## src/rtl/regfile_pkg.sv

```systemverilog
// Shared register-file constants and the writeback requester id type.
package regfile_pkg;

    localparam int REG_ADDR_W = 5;
    localparam int REG_DATA_W = 32;
    localparam int NUM_REGS   = 32;
    localparam int ZERO_REG   = 0;

    // Default writeback requester count: ALU, load unit, multiplier.
    localparam int NUM_WB_REQ = 3;
    localparam int REQ_ID_W   = $clog2(NUM_WB_REQ);

    typedef logic [REQ_ID_W-1:0] req_id_t;

endpackage

```

## src/rtl/rr_arbiter.sv

```systemverilog
// Round-robin one-hot arbiter. The search starts at r_ptr and wraps; the pointer
// moves just past the winner after every grant, since the consumer never stalls.
module rr_arbiter #(
    parameter int N = 3,
    localparam int ID_W = $clog2(N)
) (
    input  logic            clk,
    input  logic            rst_n,
    input  logic [N-1:0]    i_valid,
    output logic [N-1:0]    o_grant,
    output logic [ID_W-1:0] o_grant_id,
    output logic            o_any
);

    logic [ID_W-1:0] r_ptr;
    logic [N-1:0]    w_grant;
    logic [ID_W-1:0] w_id;
    logic            w_any;

    always_comb begin
        int idx;
        idx     = 0;
        w_grant = '0;
        w_id    = '0;
        w_any   = 1'b0;
        for (int k = 0; k < N; k++) begin
            idx = int'(r_ptr) + k;
            if (idx >= N) idx = idx - N;
            if (!w_any && i_valid[idx]) begin
                w_any = 1'b1;
                w_id  = ID_W'(idx);
            end
        end
        if (w_any) w_grant[w_id] = 1'b1;
    end

    // Grants are masked while reset is held so no requester sees a handshake.
    assign o_grant    = rst_n ? w_grant : '0;
    assign o_any      = rst_n & w_any;
    assign o_grant_id = w_id;

    always_ff @(posedge clk or negedge rst_n) begin
        if (!rst_n) begin
            r_ptr <= '0;
        end else if (w_any) begin
            r_ptr <= (int'(w_id) == N - 1) ? '0 : w_id + 1'b1;
        end
    end

endmodule

```

## src/rtl/regfile_wb_arbiter.sv

```systemverilog
// Shares the register file write port among writeback units and tracks which
// destination registers still have a result outstanding.
module regfile_wb_arbiter
    import regfile_pkg::*;
#(
    parameter int NUM_REQ       = NUM_WB_REQ,
    parameter int ADDR_W        = REG_ADDR_W,
    parameter int DATA_W        = REG_DATA_W,
    parameter bit ZERO_WRITABLE = 1'b0,
    localparam int ID_W = $clog2(NUM_REQ),
    localparam int NREG = 2 ** ADDR_W
) (
    input  logic                      clk,
    input  logic                      reset,
    input  logic [NUM_REQ-1:0]        req_valid,
    input  logic [NUM_REQ*ADDR_W-1:0] req_addr,
    input  logic [NUM_REQ*DATA_W-1:0] req_data,
    output logic [NUM_REQ-1:0]        req_ready,
    output logic                      rf_write_enable,
    output logic [ADDR_W-1:0]         rf_in_addr,
    output logic [DATA_W-1:0]         rf_in_data,
    output logic [ID_W-1:0]           rf_grant_id,
    input  logic                      rsv_valid,
    input  logic [ADDR_W-1:0]         rsv_addr,
    output logic [NREG-1:0]           busy
);

    logic [NUM_REQ-1:0] w_grant;
    logic [ID_W-1:0]    w_gid;
    logic               w_any;
    logic [ADDR_W-1:0]  w_addr;
    logic [DATA_W-1:0]  w_data;
    logic               w_wr_zero;
    logic               w_rsv_zero;
    logic               w_wr_en;
    logic [NREG-1:0]    w_busy_nxt;

    logic               r_we;
    logic [ADDR_W-1:0]  r_addr;
    logic [DATA_W-1:0]  r_data;
    logic [ID_W-1:0]    r_id;
    logic [NREG-1:0]    r_busy;

    rr_arbiter #(.N(NUM_REQ)) u_arb (
        .clk        (clk),
        .rst_n      (reset),
        .i_valid    (req_valid),
        .o_grant    (w_grant),
        .o_grant_id (w_gid),
        .o_any      (w_any)
    );

    assign req_ready = w_grant;

    always_comb begin
        w_addr = '0;
        w_data = '0;
        for (int i = 0; i < NUM_REQ; i++) begin
            if (w_grant[i]) begin
                w_addr = req_addr[i*ADDR_W +: ADDR_W];
                w_data = req_data[i*DATA_W +: DATA_W];
            end
        end
    end

    // Writes to the hard-wired zero register still handshake but never reach the file.
    assign w_wr_zero  = !ZERO_WRITABLE && (w_addr == ADDR_W'(ZERO_REG));
    assign w_rsv_zero = !ZERO_WRITABLE && (rsv_addr == ADDR_W'(ZERO_REG));
    assign w_wr_en    = w_any && !w_wr_zero;

    // Clear first, then set: a same-edge reservation belongs to a newer producer.
    always_comb begin
        w_busy_nxt = r_busy;
        if (w_any) w_busy_nxt[w_addr] = 1'b0;
        if (rsv_valid && !w_rsv_zero) w_busy_nxt[rsv_addr] = 1'b1;
    end

    always_ff @(posedge clk or negedge reset) begin
        if (!reset) begin
            r_we   <= 1'b0;
            r_addr <= '0;
            r_data <= '0;
            r_id   <= '0;
            r_busy <= '0;
        end else begin
            r_we   <= w_wr_en;
            r_busy <= w_busy_nxt;
            if (w_wr_en) begin
                r_addr <= w_addr;
                r_data <= w_data;
                r_id   <= w_gid;
            end
        end
    end

    assign rf_write_enable = r_we;
    assign rf_in_addr      = r_addr;
    assign rf_in_data      = r_data;
    assign rf_grant_id     = r_id;
    assign busy            = r_busy;

endmodule

```

## config.mk

```make
export PLATFORM = sky130hd
export DESIGN_NAME = regfile_wb_arbiter
export DESIGN_NICKNAME = d
export VERILOG_FILES = /design/src/rtl/regfile_pkg.sv /design/src/rtl/rr_arbiter.sv /design/src/rtl/regfile_wb_arbiter.sv
export SDC_FILE = /design/constraint.sdc
export NUM_CORES = 1
export LEC_CHECK = 0
export ABC_AREA = 1
export CAP_MARGIN = 20
export CORE_MARGIN = 2
export CORE_UTILIZATION = 43
export DETAILED_ROUTE_END_ITERATION = 10
export PLACE_DENSITY_LB_ADDON = 0.05
export SLEW_MARGIN = 20
export SYNTH_ARGS = -nofsm -noshare
export SYNTH_HDL_FRONTEND = slang
export SYNTH_SLANG_ARGS = --single-unit
export TNS_END_PERCENT = 100
```

## constraint.sdc

```tcl
create_clock -name clk -period 2.93 [get_ports clk]
set_input_delay 0.586 -clock clk [delete_from_list [all_inputs] [get_ports clk]]
set_output_delay 0.586 -clock clk [all_outputs]
set_load 0.05 [all_outputs]
```

After elaboration in Yosys (flattened, before gate mapping) --
Cells that the tools add are included.
Storage, ports and cells: bits of input ports 122, bits in registers 74, output and inout bits 75
Operators by class: bitwise gates (word level) 4, reduce and logical (&&, ||, !) cells 13, mux-type cells 35, $add $sub $neg 6, equal/unequal tests 1, magnitude comparators 12
Operators with widths (number):
- 32-bit two-way mux | 8
- 32-bit by 4-bit < comparator with 1-bit output (second input constant) | 3
- 32-bit by 3-bit greater-or-equal comparator with 1-bit output (second input constant) | 2
- 32-bit by 3-bit subtractor with 32-bit output (second input constant) | 2
- 32-bit bitwise AND | 1
- 32-bit NOT | 1
- 32-bit bitwise OR | 1
- 5-bit two-way mux | 3
- 5-bit by 6-bit < comparator with 1-bit output (second input constant) | 2
- 1-bit two-way mux | 12
- 1-bit demux with 5-bit select | 2
- 5-bit by 1-bit greater-or-equal comparator with 1-bit output (second input constant) | 2
- 5-bit logical NOT | 2
- 2-bit two-way mux | 4
- 1-bit logical AND | 7
- 1-bit binary-select mux with 2-bit select | 3
- 3-bit two-way mux | 2
- 1-bit logical NOT | 4
- 2-bit by 1-bit adder with 3-bit output (second input constant) | 1
- 2-bit by 2-bit adder with 3-bit output (second input constant) | 1
- 2-bit by 3-bit < comparator with 1-bit output (second input constant) | 1
- 2-bit by 2-bit subtractor with 3-bit output (second input constant) | 1
- 2-bit by 1-bit adder with 2-bit output (second input constant) | 1
- 1-bit demux with 2-bit select | 1
- 4 further kinds | 4

Logic depth before layout (Yosys ltp) --
depth in word-level cells 30, mapped depth 18

Hierarchy --
A second synthesis with hierarchy kept.
Second synthesis, totals: cell total of the unflattened synthesis 579, area, all modules 4134.0 µm²
Modules (own cells, without submodules):
- regfile_wb_arbiter | instances 1, seq. area each 1801.7 µm², cells each 523, area each 3777.4 µm²
- rr_arbiter | instances 1, seq. area each 50.0 µm², cells each 56, area each 356.6 µm²

Worst setup path after synthesis --
No wires, ideal clock.
path kind register to output, from register u_arb.r_ptr[0], to output port req_ready[1], setup slack 0.232 ns, arrival time 2.112 ns, stages on the path, launching flop included 12, required time 2.344 ns, path through dfrtp_1 inv_1 ha_1 inv_2 nand2_1 nand3_2 nand2_2 nand3_1 nor2_2 nor2_4 nor2_4 clkbuf_1
On the way: cells in the longest elaborated chain, start to end 18, elaborated cells on any way between the ends 37, classes of those cells add/sub (5); order compare (5); mux (22); reduce/logical (5)
RTL lines:
- start: declaration | RTL line rr_arbiter.sv:15 | logic [ID_W-1:0] r_ptr;
- start signal: assignment | RTL line rr_arbiter.sv:46 | r_ptr <= (int'(w_id) == N - 1) ? '0 : w_id + 1'b1;
- parallel branches: the longest is 16 deep, another holds 32-bit by 3-bit subtractor with 32-bit output
- 3-bit two-way mux * | RTL line rr_arbiter.sv:34 | if (w_any) w_grant[w_id] = 1'b1;
- 3-bit two-way mux * | RTL line rr_arbiter.sv:38 | assign o_grant = rst_n ? w_grant : '0;
- end: declaration | RTL line regfile_wb_arbiter.sv:18 | output logic [NUM_REQ-1:0] req_ready,
Mark *: on every way between the ends. The select of a mux whose other input is x is not followed.

Worst setup path after layout --
from register u_arb.r_ptr[1], to output port req_ready[0]
The elaborated chain is that of the path after synthesis.

==> metrics.txt <==
Yosys top cell area share=40.8%; CTS buffer count=9; Slew @ Worst Pin=0.799 ns; sequential area share after synthesis=40.8%; Syn Std Cell Area=4540 um^2; Worst path slowest cell=dfrtp_1; Starting Density=44.2%; root buffer cell=clkbuf_8; initial DRC count=247; Netlist cell types=24; die area=11400 um^2; die width=107 um; Final WS setup=0.101 ns; simple-gate portion of the synthesized area=38.0%; vias in the first global route=4878; synth cell count leaders=nand2_1 (238), dfrtp_1 (74), nand3_1 (70); DRC viols=0; Synth Area per Inst=7.44 um^2; most frequent cell after synthesis=nand2_1; Max clock buf depth=2; global route total overflow=0; wire length per cell=15.8 um; Worst Clk Skew=0.00780 ns; mux share of post-synthesis cell area=0%; CTS H-tree lvls=3; XOR/XNOR Fraction of Synth Area=0%; adder-cell share of the synthesized area=1.10%; PwrDens=1430 nW/um^2; nets@finish=960; Finished Core Util=70.6%; GP Congestion=0.855; CP required=2.34 ns; Die Y=107 um; Floorplan Core Area=10300 um^2; 1st-pass router iterations=4; Final Setup Violations=0; status=finished clean; clk slew on worst S/H paths=0.08 ns; std cell rows=37; Worst VDD drop=0.822 mV; Detailed Route WL=15.4 mm; share of layout cells above drive strength 1=12.8%; largest net degree at the start of global routing=64; worst skew pair latency=0.34 ns; Layout area overhead=60.0%; diode count=0; Critical Path End Type=output port; main combinational cell family by area after synthesis=simple AND/OR/NAND/NOR gates; GR Util All Layers=26.7%; Slew Limit Fails=0; startpoint types=flip-flop; port bufs=196; Hold Crit Class=input pin to async pin; Synth area leaders=dfrtp_1 (41%), nand2_1 (20%), o21bai_1 (9.3%); Sequential cell area=1850 um^2; Worst Path Arrival=2.24 ns; Synth async-reset ratio=100%; complex-gate fraction of the synthesized area=12.2%; Pleak=0.00334 uW; DR vias/cell=5.08; I/O pin count=197; Hold Violations, Final=0; crit-path leading delay family=simple AND/OR/NAND/NOR gates; maximum clock rate=354 MHz; Tmin final=2.83 ns; via count=4954; Post-synth EDFFs=0; CTS tree=built; Fill cells=841; hpwl dp=10.9 mm; Crit Path Max Fanout=7; cell count after synthesis=610; WP buf/inv=3; Tcrit/Tclk final=96.5%; first-pass GRT wire length=24.2 mm; multi-input logic area=2390 um^2; max cap viols=0; worst hold slack=0.125 ns; worst-path cell chain=ha_4 > nand2_1 > nand3_2 > nand2_2 > nand2_2 > nor2_2 > nand2_1 > nand3_2 > buf_4 > nor2_4 > buf_12 > buf_12; area leader, netlist=dfrtp_1; Antenna Nets Post-Route=0; syn_nets=736; warnings from Yosys=0; initial antenna violation count=0; Synth Flop Type=dfrtp_1; Yosys reg bits=74; # clock sinks=74; Worst slew margin=46.7%; WS Path Type=flip-flop to output port; Critical Path Max Stage Delay=0.43 ns; Place WS=-0.259 ns
[kinds of logic (layout without fill, tap and decap cells)]
group	Yosys count	count (layout)
flip-flops	74	74
adder cells (fa/ha/maj)	4	4
AND/OR/NAND/NOR	380	381
AO/OA/AOI/OAI	70	70
buffers and inverters	82	310
[area by class of cell]
cell class                      instances  area share, %
Timing Repair Buffer                  237           33.6
Multi-Input combinational cell        455           32.9
Sequential cell                        74           25.5
Inverter                               57           2.98
Tap cell                              136           2.34
Clock buffer                           10           1.76
Clock inverter                          6          0.931
[power breakdown]
group,total [uW],internal (uW),switching [uW]
combinational,7820,2960,4860
sequential,1740,1500,249
clock,795,395,399
total,10400,4850,5510
[flip-flops by register name, indices dropped and copies added (netlist names)]
| name | cells |
|---|---|
| rf_in_data | 32 |
| busy | 32 |
| rf_write_enable | 1 |
| rf_grant_id | 2 |
| rf_in_addr | 5 |
| u_arb.r_ptr | 2 |
[per-layer routing]
layer,part of all wire [%],GRT usage (%),vias up
met5,0,0,-
met4,1.6,7.14,0
met3,5.4,4.26,16
met2,50,46.8,157
met1,43,34.2,2364
li1,-,-,2417
[cells in the final DEF, fill, tap and decap left out, types with 2 or more instances in the layout]
master | netlist | layout
nand2_1 | 238 | 236
clkdlybuf4s50_1 | 0 | 190
dfrtp_1 | 74 | 74
nand3_1 | 70 | 69
o21bai_1 | 56 | 56
inv_1 | 52 | 49
buf_4 | 4 | 33
and3_1 | 32 | 32
nor3_1 | 13 | 13
o21bai_2 | 10 | 10
clkbuf_8 | 0 | 9
buf_12 | 0 | 8
inv_2 | 5 | 7
nand2_2 | 5 | 7
nor2_4 | 5 | 7
nand3_2 | 3 | 4
nand2_4 | 3 | 3
or2_1 | 3 | 3
nand4_1 | 3 | 3
o21ai_2 | 0 | 2
nor2_1 | 2 | 2
nor2_2 | 3 | 2
o21ai_0 | 3 | 2
ha_4 | 0 | 2
ha_2 | 0 | 2
clkinv_4 | 0 | 2
clkinvlp_4 | 0 | 2
bufbuf_16 | 0 | 2
dlymetal6s2s_1 | 0 | 2
[what timing repair did]
item | 4_1_cts | 5_1_grt
resized for setup | 4 | 17
cloned | 2 | 2
hold buffers | 0 | 0
pin swaps | 5 | 7
endpoints found under the setup margin | 15 | 39
setup buffers | 5 | 4
[worst register-to-register path, stage by stage (launching register included)]
cell and delay [ns]:
dfrtp_1 0.43, ha_4 0.35, inv_4 0.06, nand2_1 0.06, nand3_2 0.07, nand2_2 0.10
nand3_2 0.11, nor2_1 0.10, nor2_1 0.06, nor2_2 0.17, buf_4 0.16, nand2_1 0.04
nand3_1 0.25, buf_4 0.20, nand3_1 0.18, o21bai_1 0.18, nand2_1 0.07
[worst paths after layout]
kind | start | end | slack, ns | cells after the start
worst max-delay path | u_arb.r_ptr[1]$_DFFE_PN0N_ | req_ready[0] | 0.10 | 12
worst min-delay path | reset | busy[12]$_DFF_PN0_ | 0.12 | 1
worst max register to register | u_arb.r_ptr[1]$_DFFE_PN0N_ | busy[15]$_DFF_PN0_ | 0.23 | 16
worst min register to register | rf_in_addr[1]$_DFFE_PN0P_ | rf_in_addr[1]$_DFFE_PN0P_ | 0.48 | 2
max in group asynchronous | reset | rf_in_data[16]$_DFFE_PN0P_ | 1.71 | 2
min in group clk | rf_in_addr[1]$_DFFE_PN0P_ | rf_in_addr[1]$_DFFE_PN0P_ | 0.48 | 2
[stage by stage]
stage               std cells  power (uW)  TNS (ns)  cell area (um^2)
floorplan                 610        6590         0              4540
global placement          946        8890     -3.22              6830
detailed placement        946        9020    -10.12              6830
CTS                       969       10100         0              7150
global route              975       11100  -0.00499              7260
finish                    975       10400         0              7260
Power figures use the tool's default switching activity.
